### config.mk
export PLATFORM = sky130hd
export DESIGN_NAME = dds_phase_sine_core
export DESIGN_NICKNAME = d
export VERILOG_FILES = /design/src/rtl/dds_pkg.sv /design/src/rtl/sine_quarter_rom.sv /design/src/rtl/dds_phase_sine_core.sv
export SDC_FILE = /design/constraint.sdc
export NUM_CORES = 1
export LEC_CHECK = 0
export BUFFER_PORTS_ARGS = -buffer_cell sky130_fd_sc_hd__clkbuf_2
export CAP_MARGIN = 20
export CORE_MARGIN = 2
export CORE_UTILIZATION = 45
export DETAILED_ROUTE_END_ITERATION = 10
export GPL_ROUTABILITY_DRIVEN = 0
export HOLD_SLACK_MARGIN = 0.05
export PLACE_DENSITY = 0.68
export SLEW_MARGIN = 20
export SYNTH_ARGS = -nofsm -noshare
export SYNTH_HDL_FRONTEND = slang
export SYNTH_HIERARCHICAL = 1
export SYNTH_SLANG_ARGS = --single-unit
### constraint.sdc
create_clock -name clk -period 4.9 [get_ports clk]
set_clock_uncertainty 0.1 [all_clocks]
set_input_delay 0.49 -clock clk [delete_from_list [all_inputs] [get_ports clk]]
set_output_delay 0.49 -clock clk [all_outputs]
set_load 0.05 [all_outputs]
### src/rtl/dds_pkg.sv
// Shared constants for the DDS phase accumulator and quarter-wave sine path.
package dds_pkg;

  localparam int unsigned PHASE_W = 8;
  localparam int unsigned CNT_W   = 6;
  localparam int unsigned MAG_W   = 8;
  localparam int unsigned ROM_W   = 7;

  localparam logic [MAG_W-1:0] MID  = 8'd128;
  localparam logic [ROM_W-1:0] PEAK = 7'd127;

endpackage

### src/rtl/sine_quarter_rom.sv
// First quadrant of a sine wave, 64 entries of round(127*sin(pi/2*k/64)).
module sine_quarter_rom
  import dds_pkg::*;
(
  input  logic [CNT_W-1:0] idx_i,
  output logic [ROM_W-1:0] val_o
);

  always_comb begin
    val_o = '0;
    case (idx_i)
      6'd0:  val_o = 7'd0;
      6'd1:  val_o = 7'd3;
      6'd2:  val_o = 7'd6;
      6'd3:  val_o = 7'd9;
      6'd4:  val_o = 7'd12;
      6'd5:  val_o = 7'd16;
      6'd6:  val_o = 7'd19;
      6'd7:  val_o = 7'd22;
      6'd8:  val_o = 7'd25;
      6'd9:  val_o = 7'd28;
      6'd10: val_o = 7'd31;
      6'd11: val_o = 7'd34;
      6'd12: val_o = 7'd37;
      6'd13: val_o = 7'd40;
      6'd14: val_o = 7'd43;
      6'd15: val_o = 7'd46;
      6'd16: val_o = 7'd49;
      6'd17: val_o = 7'd51;
      6'd18: val_o = 7'd54;
      6'd19: val_o = 7'd57;
      6'd20: val_o = 7'd60;
      6'd21: val_o = 7'd63;
      6'd22: val_o = 7'd65;
      6'd23: val_o = 7'd68;
      6'd24: val_o = 7'd71;
      6'd25: val_o = 7'd73;
      6'd26: val_o = 7'd76;
      6'd27: val_o = 7'd78;
      6'd28: val_o = 7'd81;
      6'd29: val_o = 7'd83;
      6'd30: val_o = 7'd85;
      6'd31: val_o = 7'd88;
      6'd32: val_o = 7'd90;
      6'd33: val_o = 7'd92;
      6'd34: val_o = 7'd94;
      6'd35: val_o = 7'd96;
      6'd36: val_o = 7'd98;
      6'd37: val_o = 7'd100;
      6'd38: val_o = 7'd102;
      6'd39: val_o = 7'd104;
      6'd40: val_o = 7'd106;
      6'd41: val_o = 7'd107;
      6'd42: val_o = 7'd109;
      6'd43: val_o = 7'd111;
      6'd44: val_o = 7'd112;
      6'd45: val_o = 7'd113;
      6'd46: val_o = 7'd115;
      6'd47: val_o = 7'd116;
      6'd48: val_o = 7'd117;
      6'd49: val_o = 7'd118;
      6'd50: val_o = 7'd120;
      6'd51: val_o = 7'd121;
      6'd52: val_o = 7'd122;
      6'd53: val_o = 7'd122;
      6'd54: val_o = 7'd123;
      6'd55: val_o = 7'd124;
      6'd56: val_o = 7'd125;
      6'd57: val_o = 7'd125;
      6'd58: val_o = 7'd126;
      6'd59: val_o = 7'd126;
      6'd60: val_o = 7'd126;
      6'd61: val_o = 7'd127;
      6'd62: val_o = 7'd127;
      6'd63: val_o = 7'd127;
      default: val_o = '0;
    endcase
  end

endmodule

### src/rtl/dds_phase_sine_core.sv
// DDS core: 8-bit phase accumulator feeding a folded quarter-wave sine lookup.
// The registered sample is f(phase) of the pre-increment phase, so it lags phase_out by one cycle.
module dds_phase_sine_core
  import dds_pkg::*;
#(
  parameter int unsigned STEP = 1
) (
  input  logic               clk,
  input  logic               rst,
  input  logic               en,
  output logic [PHASE_W-1:0] phase_out,
  output logic [MAG_W-1:0]   magnitude
);

  localparam logic [PHASE_W-1:0] StepInc = PHASE_W'(STEP);

  logic [PHASE_W-1:0] phase_q, phase_d;
  logic [MAG_W-1:0]   mag_q, mag_d;

  logic [CNT_W-1:0] cnt;
  logic [1:0]       quad;
  logic [CNT_W-1:0] cnt_neg;
  logic [CNT_W-1:0] rom_idx;
  logic [ROM_W-1:0] rom_val;
  logic             peak;
  logic [ROM_W-1:0] amp;
  logic [MAG_W-1:0] sample;

  assign cnt  = phase_q[CNT_W-1:0];
  assign quad = phase_q[PHASE_W-1:CNT_W];

  // Odd quadrants run the table backwards; 64-c in 6 bits is the two's complement.
  assign cnt_neg = (~cnt) + 6'd1;
  assign rom_idx = quad[0] ? cnt_neg : cnt;

  // A mirrored c==0 would alias to idx 0; it is really the top of the wave.
  assign peak = quad[0] & ~(|cnt);

  sine_quarter_rom u_rom (
    .idx_i (rom_idx),
    .val_o (rom_val)
  );

  assign amp    = peak ? PEAK : rom_val;
  assign sample = quad[1] ? (MID - {1'b0, amp}) : (MID + {1'b0, amp});

  always_comb begin
    phase_d = phase_q;
    mag_d   = mag_q;
    if (en) begin
      phase_d = phase_q + StepInc;
      mag_d   = sample;
    end
  end

  always_ff @(posedge clk or posedge rst) begin
    if (rst) begin
      phase_q <= '0;
      mag_q   <= MID;
    end else begin
      phase_q <= phase_d;
      mag_q   <= mag_d;
    end
  end

  assign phase_out = phase_q;
  assign magnitude = mag_q;

endmodule

==> flow_summary.ini <==
[timing]
period_share = 0.793
period_needed_ns = 3.89
setup_violations = 0
rsz0062_at_grt = no
slew_viol_final = 0
tns_ns = 0
max_freq_mhz = 257
max_slew_margin = 0.422
worst_slew_pin_slew_ns = 0.863
hold_violations = 0

[setup_path]
path_max_fanout = 14
end_kind = flop
rrSetupSlack_ns = 1.01
r2r_start = phase_out[0]$_DFFE_PP0P_
required_ns = 5.05
crit_type = flop to flop
reg2regPathDepth = 14
start_kind = flop
reg2reg_to = magnitude[7]$_DFFE_PP1P_
arrival_ns = 4.03

[synthesis]
synthCells = 195
synth_area_leader_cell = dfrtp_1
synthArstFlopShare = 1.00
synth-seq-cells = 16
synth.avg_cell_area_um2 = 8.44
synth_top_flop_cell = dfrtp_1
synth.area.top_cells = dfrtp_1, ha_1, xnor2_1
synth_area_um2 = 1650
synth_top_area_frac = 0.228
synthesis.nets = 209
seq_area_frac_synth = 0.244
synth.top_cells.by_count = nand2_1, dfrtp_1, a21oi_1, nor2_1
ys_warn_count = 6
ys_types = 58
synth_edf_count = 0
yosysMostFrequentCell = nand2_1

[global_route]
grt_max_degree = 31
gr-total-overflow = 0
grt_pass1_wl_um = 6410
grt_antenna_before_repair = 0
grt_pass1_vias = 1341
track_usage = 0.191

[clock_tree]
cts_buffers = 3
clock_sinks = 16
post_cts_buffers = 0
cts_tree = built
clk_latency_ns = 0.30
cts_buffer_depth = 2
clk_pin_slew_ns = 0.10
ctsHtreeMaxLevel = 1
cts_resized = 0
cts_root_buf = clkbuf_4
hold_buffers = 0

[drt]
routed_via_density = 5.84
drt_iter0_markers = 115
dr_total_vias = 1465
ant_nets = 0
drc = 0
first_pass_iters = 4
routed_wl_um = 3690
routedWlPerCell_um = 14.7

[status]
status = finished clean

[die]
fp.dieArea_um2 = 4160
start_util = 0.482
die_y_um = 64.5
rows = 21
pin_count = 19
core_area_um2 = 3420
dieWidth_um = 64.5

[cells_and_area]
final.fill_count = 336
final_layout_size_suffix_gt1_frac = 0.215
areaGrowthSynthToFinish_pct = 9.20
nets = 220
antenna_cells = 0

[hold_path]
hold_path_class = input port to async pin

[placed_design]
dp.final_hpwl_um = 2690
io_buffers = 18

[job]
cap_violations = 0
stage by stage:
stage / worst slack [ns] / hold slack [ns] / util / area (um^2) / instances
after floorplan: 0.773 / 0.303 / - / 1650 / 195
after global placement: 1.17 / 0.384 / 0.515 / 1760 / 247
after detailed placement: 1.05 / 0.400 / 0.515 / 1760 / 247
after CTS: 1.01 / 0.138 / 0.526 / 1800 / 251
after global routing: 0.652 / 0.165 / 0.526 / 1800 / 251
final: 1.01 / 0.123 / 0.526 / 1800 / 251
flip-flops by register name (all words and copies together) (netlist names):
register	cells
magnitude	8
phase_out	8
placed cells by master (no fill, tap or decap), types with 2 or more instances in the layout:
cell / instances
o32a_1: 3
xnor2_1: 6
xnor2_2: 2
nand2_1: 16
o31ai_1: 3
mux4_2: 2
nand2b_1: 4
mux2i_1: 2
nor3_1: 4
nand4_1: 2
ha_1: 11
a22oi_1: 3
o21ba_2: 2
dfrtp_1: 15
nand3_1: 3
o21ai_1: 3
nor2_1: 13
o211ai_1: 5
a21oi_2: 2
nor2b_1: 3
a21oi_1: 13
a22o_1: 2
o311ai_0: 2
mux2_2: 2
clkbuf_4: 3
clkbuf_2: 18
o31a_1: 5
inv_1: 11
xor2_1: 3
o21ai_0: 8
or3_1: 2
buf_4: 6
final cells by class:
class	count	area, um^2	area share
clock buffers	4	36.3	0.0202
inverters	12	47.5	0.0265
multi-input cells	149	1120	0.623
flip-flops and latches	16	402	0.224
well taps	46	57.6	0.0320
repair buffers	24	135	0.0752
layer usage:
layer,GRT usage,share of wire,vias up
met3,0.0365,0.039,0
met1,0.246,0.45,695
met5,0,0,-
li1,-,-,733
met2,0.346,0.51,37
met4,0.0160,0,0
critical path, stage by stage, from the launching register on:
cell	delay [ns]
dfrtp_1	0.46
inv_1	0.07
ha_1	0.21
or3b_4	0.25
nand2_1	0.07
xnor2_1	0.43
buf_4	0.29
nand2b_1	0.09
a211o_1	0.27
o211ai_1	0.09
o21ai_1	0.17
or3_4	0.44
or4_1	0.40
o311ai_0	0.33
o21a_1	0.18
how the worst max path moves through the flow:
stage / start / cells past startpoint / to
2_1_floorplan: phase_out[1]$_DFFE_PP0P_ / 17 / magnitude[6]$_DFFE_PP0P_
3_3_place_gp: phase_out[2]$_DFFE_PP0P_ / 11 / magnitude[7]$_DFFE_PP1P_
3_5_place_dp: phase_out[0]$_DFFE_PP0P_ / 14 / magnitude[7]$_DFFE_PP1P_
4_1_cts: phase_out[0]$_DFFE_PP0P_ / 14 / magnitude[7]$_DFFE_PP1P_
5_1_grt: phase_out[0]$_DFFE_PP0P_ / 17 / magnitude[4]$_DFFE_PP0P_
6_report: phase_out[0]$_DFFE_PP0P_ / 14 / magnitude[7]$_DFFE_PP1P_
cell families (layout without fill, tap and decap cells):
group                      Yosys count  in the layout  share of synthesized area
AOI/OAI and AO/OA                   65             65                      0.286
adders and majority gates           11             11                     0.0836
xor gates and xnor gates            11             11                     0.0586
muxes                                7              7                     0.0624
DFF                                 16             16                      0.244
and+or+nand+nor                     55             55                      0.180
buffers and inverters               30             40                     0.0852
Power is not shown: default switching activity piles up to over one toggle a cycle in this logic, so the estimate is an artifact.
